`src/rtl/rvfi_trace_pkg.sv`:
```
// Shared types for the RVFI trace FIFO: packet layout, control states and widths.
package rvfi_trace_pkg;

  localparam int XLEN    = 64;
  localparam int ORDER_W = 64;
  localparam int MASK_W  = XLEN / 8;

  // One retired instruction as seen on the RVFI port, fields in port order.
  typedef struct packed {
    logic [ORDER_W-1:0] order;
    logic [31:0]        insn;
    logic               trap;
    logic               halt;
    logic               intr;
    logic [XLEN-1:0]    pc_rdata;
    logic [XLEN-1:0]    pc_wdata;
    logic [4:0]         rd_addr;
    logic [XLEN-1:0]    rd_wdata;
    logic [XLEN-1:0]    mem_addr;
    logic [XLEN-1:0]    mem_wdata;
    logic [MASK_W-1:0]  mem_rmask;
    logic [MASK_W-1:0]  mem_wmask;
  } rvfi_pkt_t;

  // Control FSM: HALTED is left only through reset or clr.
  typedef enum logic {
    RUN    = 1'b0,
    HALTED = 1'b1
  } trace_state_e;

endpackage

```
`src/rtl/rvfi_trace_fifo_if.sv`:
```
// RVFI retirement port plus the valid/ready packet stream towards the consumer.
interface rvfi_trace_fifo_if;
  import rvfi_trace_pkg::*;

  logic               rvfi_valid;
  logic [ORDER_W-1:0] rvfi_order;
  logic [31:0]        rvfi_insn;
  logic               rvfi_trap;
  logic               rvfi_halt;
  logic               rvfi_intr;
  logic [XLEN-1:0]    rvfi_pc_rdata;
  logic [XLEN-1:0]    rvfi_pc_wdata;
  logic [4:0]         rvfi_rd_addr;
  logic [XLEN-1:0]    rvfi_rd_wdata;
  logic [XLEN-1:0]    rvfi_mem_addr;
  logic [XLEN-1:0]    rvfi_mem_wdata;
  logic [MASK_W-1:0]  rvfi_mem_rmask;
  logic [MASK_W-1:0]  rvfi_mem_wmask;

  logic               out_valid;
  logic               out_ready;
  rvfi_pkt_t          out_pkt;

  // Environment side: the core retiring packets and the consumer taking them.
  modport master (
    output rvfi_valid, rvfi_order, rvfi_insn, rvfi_trap, rvfi_halt, rvfi_intr,
           rvfi_pc_rdata, rvfi_pc_wdata, rvfi_rd_addr, rvfi_rd_wdata,
           rvfi_mem_addr, rvfi_mem_wdata, rvfi_mem_rmask, rvfi_mem_wmask,
           out_ready,
    input  out_valid, out_pkt
  );

  // FIFO side.
  modport slave (
    input  rvfi_valid, rvfi_order, rvfi_insn, rvfi_trap, rvfi_halt, rvfi_intr,
           rvfi_pc_rdata, rvfi_pc_wdata, rvfi_rd_addr, rvfi_rd_wdata,
           rvfi_mem_addr, rvfi_mem_wdata, rvfi_mem_rmask, rvfi_mem_wmask,
           out_ready,
    output out_valid, out_pkt
  );

endinterface

```
`src/rtl/rvfi_trace_mem.sv`:
```
// DEPTH-entry packet storage: one synchronous write port, asynchronous read at the read pointer.
module rvfi_trace_mem
  import rvfi_trace_pkg::*;
#(
  parameter  int DEPTH = 8,
  localparam int PTR_W = $clog2(DEPTH)
) (
  input  logic             clock,
  input  logic             we,
  input  logic [PTR_W-1:0] waddr,
  input  rvfi_pkt_t        wdata,
  input  logic [PTR_W-1:0] raddr,
  output rvfi_pkt_t        rdata
);

  rvfi_pkt_t mem [DEPTH];

  // Capture the incoming packet into the slot addressed by the write pointer.
  // NOTE: no reset on the array; level gates validity, so stale contents are never observed.
  // NOTE: sequential state uses non-blocking assignment so every flop samples pre-edge values.
  always_ff @(posedge clock) begin
    if (we) mem[waddr] <= wdata;
  end

  assign rdata = mem[raddr];

endmodule

```
`src/rtl/rvfi_trace_fifo.sv`:
```
// Buffers RVFI retirements for a valid/ready consumer, flags drops when full,
// and checks that rvfi_order is contiguous and that nothing retires after a halt.
module rvfi_trace_fifo
  import rvfi_trace_pkg::*;
#(
  parameter  int DEPTH = 8,
  localparam int PTR_W = $clog2(DEPTH),
  localparam int LVL_W = PTR_W + 1
) (
  input  logic               clock,
  input  logic               reset_n,
  input  logic               clr,
  rvfi_trace_fifo_if.slave   bus,
  output logic [LVL_W-1:0]   level,
  output logic               overflow,
  output logic               order_err,
  output logic [ORDER_W-1:0] err_order
);

  trace_state_e       state;
  logic [PTR_W-1:0]   wr_ptr;
  logic [PTR_W-1:0]   rd_ptr;
  logic [ORDER_W-1:0] expected;
  rvfi_pkt_t          in_pkt;
  logic               full;
  logic               push;
  logic               pop;

  assign in_pkt = '{
    order:     bus.rvfi_order,
    insn:      bus.rvfi_insn,
    trap:      bus.rvfi_trap,
    halt:      bus.rvfi_halt,
    intr:      bus.rvfi_intr,
    pc_rdata:  bus.rvfi_pc_rdata,
    pc_wdata:  bus.rvfi_pc_wdata,
    rd_addr:   bus.rvfi_rd_addr,
    rd_wdata:  bus.rvfi_rd_wdata,
    mem_addr:  bus.rvfi_mem_addr,
    mem_wdata: bus.rvfi_mem_wdata,
    mem_rmask: bus.rvfi_mem_rmask,
    mem_wmask: bus.rvfi_mem_wmask
  };

  // Occupancy is the single source of truth for full/empty.
  assign full          = (level == LVL_W'(DEPTH));
  assign bus.out_valid = (level != '0);
  assign pop           = bus.out_valid && bus.out_ready;
  // A pop in the same cycle frees the slot, so a full FIFO can still accept.
  assign push          = bus.rvfi_valid && (state == RUN) && (!full || pop);

  rvfi_trace_mem #(.DEPTH(DEPTH)) u_mem (
    .clock (clock),
    .we    (push),
    .waddr (wr_ptr),
    .wdata (in_pkt),
    .raddr (rd_ptr),
    .rdata (bus.out_pkt)
  );

  // Pointer and occupancy bookkeeping; clr wins over push and pop.
  always_ff @(posedge clock or negedge reset_n) begin
    if (!reset_n) begin
      wr_ptr <= '0;
      rd_ptr <= '0;
      level  <= '0;
    end else if (clr) begin
      wr_ptr <= '0;
      rd_ptr <= '0;
      level  <= '0;
    end else begin
      if (push) wr_ptr <= wr_ptr + PTR_W'(1);
      if (pop)  rd_ptr <= rd_ptr + PTR_W'(1);
      if (push && !pop)      level <= level + LVL_W'(1);
      else if (pop && !push) level <= level - LVL_W'(1);
    end
  end

  // Control FSM with order check and sticky error/overflow flags.
  always_ff @(posedge clock or negedge reset_n) begin
    if (!reset_n) begin
      state     <= RUN;
      expected  <= '0;
      overflow  <= 1'b0;
      order_err <= 1'b0;
      err_order <= '0;
    end else if (clr) begin
      state     <= RUN;
      expected  <= '0;
      overflow  <= 1'b0;
      order_err <= 1'b0;
      err_order <= '0;
    end else if (bus.rvfi_valid) begin
      case (state)
        RUN: begin
          if (bus.rvfi_order != expected) begin
            order_err <= 1'b1;
            if (!order_err) err_order <= bus.rvfi_order;
          end
          // Resynchronise on every packet, dropped ones included.
          expected <= bus.rvfi_order + ORDER_W'(1);
          if (!push)              overflow <= 1'b1;
          else if (bus.rvfi_halt) state    <= HALTED;
        end
        HALTED: begin
          order_err <= 1'b1;
          if (!order_err) err_order <= bus.rvfi_order;
        end
        default: state <= RUN;
      endcase
    end
  end

endmodule
```
`src/flat_wrapper.sv`:
```
// flat-port wrapper written by rule: the top's interface ports become plain ports
module rvfi_trace_fifo_flat import rvfi_trace_pkg::*;
#(
  parameter  int DEPTH = 8,
  localparam int PTR_W = $clog2(DEPTH),
  localparam int LVL_W = PTR_W + 1
)
  (clock, reset_n, clr, level, overflow, order_err, err_order, bus_rvfi_valid, bus_rvfi_order, bus_rvfi_insn, bus_rvfi_trap, bus_rvfi_halt, bus_rvfi_intr, bus_rvfi_pc_rdata, bus_rvfi_pc_wdata, bus_rvfi_rd_addr, bus_rvfi_rd_wdata, bus_rvfi_mem_addr, bus_rvfi_mem_wdata, bus_rvfi_mem_rmask, bus_rvfi_mem_wmask, bus_out_ready, bus_out_valid, bus_out_pkt);
  rvfi_trace_fifo_if bus_i ();
  input  logic clock;
  input  logic reset_n;
  input  logic clr;
  output logic [LVL_W-1:0] level;
  output logic overflow;
  output logic order_err;
  output logic [ORDER_W-1:0] err_order;
  input wire logic [$bits(bus_i.rvfi_valid)-1:0] bus_rvfi_valid;
  input wire logic [$bits(bus_i.rvfi_order)-1:0] bus_rvfi_order;
  input wire logic [$bits(bus_i.rvfi_insn)-1:0] bus_rvfi_insn;
  input wire logic [$bits(bus_i.rvfi_trap)-1:0] bus_rvfi_trap;
  input wire logic [$bits(bus_i.rvfi_halt)-1:0] bus_rvfi_halt;
  input wire logic [$bits(bus_i.rvfi_intr)-1:0] bus_rvfi_intr;
  input wire logic [$bits(bus_i.rvfi_pc_rdata)-1:0] bus_rvfi_pc_rdata;
  input wire logic [$bits(bus_i.rvfi_pc_wdata)-1:0] bus_rvfi_pc_wdata;
  input wire logic [$bits(bus_i.rvfi_rd_addr)-1:0] bus_rvfi_rd_addr;
  input wire logic [$bits(bus_i.rvfi_rd_wdata)-1:0] bus_rvfi_rd_wdata;
  input wire logic [$bits(bus_i.rvfi_mem_addr)-1:0] bus_rvfi_mem_addr;
  input wire logic [$bits(bus_i.rvfi_mem_wdata)-1:0] bus_rvfi_mem_wdata;
  input wire logic [$bits(bus_i.rvfi_mem_rmask)-1:0] bus_rvfi_mem_rmask;
  input wire logic [$bits(bus_i.rvfi_mem_wmask)-1:0] bus_rvfi_mem_wmask;
  input wire logic [$bits(bus_i.out_ready)-1:0] bus_out_ready;
  output wire logic [$bits(bus_i.out_valid)-1:0] bus_out_valid;
  output wire logic [$bits(bus_i.out_pkt)-1:0] bus_out_pkt;
  assign bus_i.rvfi_valid = bus_rvfi_valid;
  assign bus_i.rvfi_order = bus_rvfi_order;
  assign bus_i.rvfi_insn = bus_rvfi_insn;
  assign bus_i.rvfi_trap = bus_rvfi_trap;
  assign bus_i.rvfi_halt = bus_rvfi_halt;
  assign bus_i.rvfi_intr = bus_rvfi_intr;
  assign bus_i.rvfi_pc_rdata = bus_rvfi_pc_rdata;
  assign bus_i.rvfi_pc_wdata = bus_rvfi_pc_wdata;
  assign bus_i.rvfi_rd_addr = bus_rvfi_rd_addr;
  assign bus_i.rvfi_rd_wdata = bus_rvfi_rd_wdata;
  assign bus_i.rvfi_mem_addr = bus_rvfi_mem_addr;
  assign bus_i.rvfi_mem_wdata = bus_rvfi_mem_wdata;
  assign bus_i.rvfi_mem_rmask = bus_rvfi_mem_rmask;
  assign bus_i.rvfi_mem_wmask = bus_rvfi_mem_wmask;
  assign bus_i.out_ready = bus_out_ready;
  assign bus_out_valid = bus_i.out_valid;
  assign bus_out_pkt = bus_i.out_pkt;
  rvfi_trace_fifo #(.DEPTH(DEPTH)) u_core (.clock(clock), .reset_n(reset_n), .clr(clr), .bus(bus_i), .level(level), .overflow(overflow), .order_err(order_err), .err_order(err_order));
endmodule
```
`config.mk`:
```
export PLATFORM = sky130hd
export DESIGN_NAME = rvfi_trace_fifo_flat
export DESIGN_NICKNAME = d
export VERILOG_FILES = /design/src/rtl/rvfi_trace_pkg.sv /design/src/rtl/rvfi_trace_fifo_if.sv /design/src/rtl/rvfi_trace_mem.sv /design/src/rtl/rvfi_trace_fifo.sv /design/src/flat_wrapper.sv
export SDC_FILE = /design/constraint.sdc
export NUM_CORES = 2
export LEC_CHECK = 0
export CAP_MARGIN = 20
export CORE_AREA = 2 2 509 511
export CTS_CLUSTER_DIAMETER = 30
export CTS_CLUSTER_SIZE = 14
export DETAILED_ROUTE_END_ITERATION = 12
export DIE_AREA = 0 0 511 513
export HOLD_SLACK_MARGIN = 0.02
export PLACE_DENSITY_LB_ADDON = 0.05
export SLEW_MARGIN = 15
export SYNTH_ARGS = -nofsm -noshare
export SYNTH_HDL_FRONTEND = slang
export SYNTH_SLANG_ARGS = --single-unit
```
`constraint.sdc`:
```
create_clock -name clock -period 71.2 [get_ports clock]
set_input_delay 14.24 -clock clock [delete_from_list [all_inputs] [get_ports clock]]
set_output_delay 14.24 -clock clock [all_outputs]
set_load 0.05 [all_outputs]
```
==> out/metrics.yaml <==
yosys:
  synth_ff_type: "edfxtp_1"
  synth_fa_ha_area_frac: 0.000589
  synth_area_um2: 140000
  synth_compound_area_frac: 0.0117
  async_flop_share: 0.0385
  synth_seq_cells: 3661
  synth_xor_area_frac: 0.00587
  synth_top_family_by_area: "multiplexers"
  ys_warn_count: 0
  synth-simple-area-share: 0.0166
  synthCells: 6081
  syn_area_per_cell_um2: 23.1
  synth_nets: 6532
  synth.yosys.seq_area_share: 0.779
  ys_types: 51
  synthMuxAreaShare: 0.177
  synth_edf_count: 3520
clocking:
  clk_pin_slew_worst_paths_ns: 0.04
  h-tree-depth: 6
  cts_root_buf: "clkbuf_16"
  insertion_delay_ns: 1.02
  cts_setup_buffers: 0
  clock_sinks: 3661
  numCtsBuffers: 655
  hold_buffers: 0
  clk_path_buf_depth: 4
  cts_resized: 0
  cts_tree: "built"
hold_path:
  holdCritPathClass: "reg -> reg"
cells_and_area:
  final_cells: 11500
  drive_gt1_frac: 0.314
  fill_cells: 15800
  synthToLayoutAreaGrowth_pct: 26.1
  final_nets: 7948
  seqCellArea_um2: 109000
  multiInputGateArea_um2: 29800
floorplanning:
  ioPinCount: 956
  dieArea_um2: 262000
  start_util: 0.548
  die_w_um: 511
  die_h_um: 513
  row_count: 186
  core_area_um2: 256000
power:
  ir_drop_v: 0.0000368
  clkPwrFrac: 0.431
  cellLeakagePower_nw: 57.3
  seqPwrFrac: 0.340
  p_per_area_nw_per_um2: 41.1
  internal_power_w: 0.00518
  power_switching_w: 0.00208
  p_comb_frac: 0.229
  switching_share: 0.286
global_routing:
  grt_start_max_net_pins: 133
  grt_pass1_vias: 72000
  grt-ovfl-total: 0
  grtUsageTotal: 0.255
  antenna_found_initial: 110
  grt_pass1_wl_mm: 490
setup_path:
  crit_family: "buffers and inverters"
  critPathMaxFanout: 61
  critPathArrivalTime_ns: 6.65
  cpMaxStageDelayCell: "dfrtp_4"
  crit_top_cell: "buf_4"
  path_buf_inv: 5
  r2r_slack_ns: 66.01
  critPathMaxStageDelay_ns: 0.94
  crit_chain: "buf_4 -> buf_4 -> buf_4 -> buf_4 -> mux4_2 -> mux2_2 -> clkdlybuf4s50_1"
  required_ns: 56.96
  worst_setup_path_end_kind: "output port"
  path_class: "reg -> out"
  startpoint_type: "flip-flop"
timing:
  fmax_mhz: 47.9
  finalCritPeriodShare: 0.293
  clock_skew_ns: 0.0442
  slew_violations: 0
  hold_viol_final: 0
  worstMarginPinSlew_ns: 1.19
  timing.setup.tns_ns: 0
  finalCriticalPeriod_ns: 20.89
  slew_headroom: 0.204
  report.final.setup_viol: 0
  rsz0062_at_grt: "no"
drt:
  routed_wl_mm: 336
  drtAntennaViolNets: 0
  avgViaCountPerCell: 5.97
  drtIter0Drc: 5965
  vias: 68400
  wire_per_inst_um: 29.3
  drc_errors: 0
  drtPass1Iterations: 5
placed_design:
  dp_hpwl_mm: 185
  dp_cells: 10200
  portBuffers: 955
  gp_congestion: 0.828
outcome:
  status: "finished, final reports clean"
job:
  maxCapViolCount: 0
through the flow:
step	worst slack [ns]	util	hold WS, ns	total power [W]	cell area [um2]
6_report	50.31	0.690	0.504	0.00726	177000
3_3_place_gp	51.23	0.602	0.477	0.00418	154000
2_1_floorplan	24.98	-	0.468	0.00371	140000
3_5_place_dp	51.23	0.602	0.495	0.00418	154000
5_1_grt	50.02	0.690	0.523	0.00750	177000
4_1_cts	50.13	0.690	0.505	0.00733	177000
cell usage after synthesis, types with 5 or more instances:
cell | count | share of area
nand4_1 | 18 | 0.00080
or3_1 | 11 | 0.00049
xnor2_1 | 52 | 0.0032
nor3b_1 | 64 | 0.0034
nor4_1 | 28 | 0.0012
edfxtp_1 | 3520 | 0.75
a311oi_1 | 10 | 0.00062
and4_1 | 5 | 0.00031
o21ai_0 | 10 | 0.00036
o22ai_1 | 6 | 0.00027
nand2_1 | 29 | 0.00078
a211oi_1 | 48 | 0.0026
a211o_1 | 64 | 0.0040
mux2_2 | 441 | 0.035
nand3b_1 | 64 | 0.0034
nand2b_1 | 7 | 0.00031
nor2_1 | 93 | 0.0025
a2111oi_0 | 5 | 0.00031
inv_1 | 34 | 0.00091
dfrtp_1 | 141 | 0.025
xor2_1 | 42 | 0.0026
ha_1 | 5 | 0.00045
nor3_1 | 19 | 0.00068
nor2b_1 | 23 | 0.0010
mux4_2 | 880 | 0.14
buf_1 | 124 | 0.0033
nand3_1 | 22 | 0.00078
a21oi_1 | 70 | 0.0025
clkbuf_1 | 207 | 0.0055
logic make-up after synthesis:
group | count (synthesis)
AOI/OAI and AO/OA | 231
DFF | 3661
adders and majority gates | 6
xor gates and xnor gates | 94
and+or+nand+nor | 398
buffers and inverters | 367
muxes | 1324
power by group through the flow:
stage | Combinational [W] | Clock [W] | Sequential, W
floorplan | 0.00114 | 0 | 0.00257
global placement | 0.00167 | 0 | 0.00250
global route | 0.00175 | 0.00328 | 0.00247
CTS | 0.00169 | 0.00317 | 0.00247
finish | 0.00166 | 0.00313 | 0.00247
detailed placement | 0.00168 | 0 | 0.00251
sequential cells by signal, indices dropped and copies added (netlist names):
name	flops
u_core.overflow	1
u_core.expected	64
u_core.level	4
u_core.order_err	1
u_core.rd_ptr	3
u_core.state	1
u_core.err_order	64
u_core.wr_ptr	3
u_core.u_mem.mem	3520
cell type report:
type / instances / area share
multi-input cells: 2053 / 0.168
clock inverters: 465 / 0.0325
well taps: 3384 / 0.0239
inverters: 34 / 0.000721
repair buffers: 1092 / 0.0613
flip-flops and latches: 3661 / 0.618
clock buffers: 738 / 0.0952
diodes: 28 / 0.000396
worst paths after layout:
check,depth (start not counted),start,endpoint
max in group asynchronous,2,reset_n,u_core.expected[19]
max reg2reg,8,u_core.state,u_core.u_mem.mem[0][274]
min in group asynchronous,1,reset_n,u_core.err_order[1]
min,1,u_core.err_order[31],u_core.err_order[31]
max,7,u_core.rd_ptr[1],bus_out_pkt[53]
min reg2reg,1,u_core.err_order[31],u_core.err_order[31]
cells in the final DEF (no fill, tap or decap), types with 21 or more instances in the layout:
| cell | instances |
|---|---|
| a211o_1 | 64 |
| a211oi_1 | 48 |
| a21oi_1 | 70 |
| buf_4 | 118 |
| bufinv_16 | 94 |
| clkbuf_1 | 73 |
| clkbuf_16 | 659 |
| clkdlybuf4s50_1 | 953 |
| clkinv_1 | 80 |
| clkinv_2 | 101 |
| clkinv_4 | 31 |
| clkinvlp_4 | 76 |
| dfrtp_1 | 138 |
| diode_2 | 28 |
| edfxtp_1 | 3520 |
| inv_1 | 34 |
| inv_6 | 37 |
| mux2_2 | 441 |
| mux4_2 | 880 |
| nand2_1 | 29 |
| nand3_1 | 22 |
| nand3b_1 | 64 |
| nor2_1 | 87 |
| nor2b_1 | 21 |
| nor3b_1 | 64 |
| nor4_1 | 27 |
| xnor2_1 | 52 |
| xor2_1 | 42 |
metal layers:
layer	up-vias	global-route usage	wire length, um
li1	28900	-	-
met1	36300	0.338	134000
met2	2451	0.394	159000
met3	676	0.0891	30900
met4	126	0.0954	11100
met5	-	0	808
Power figures use the tool's default switching activity.
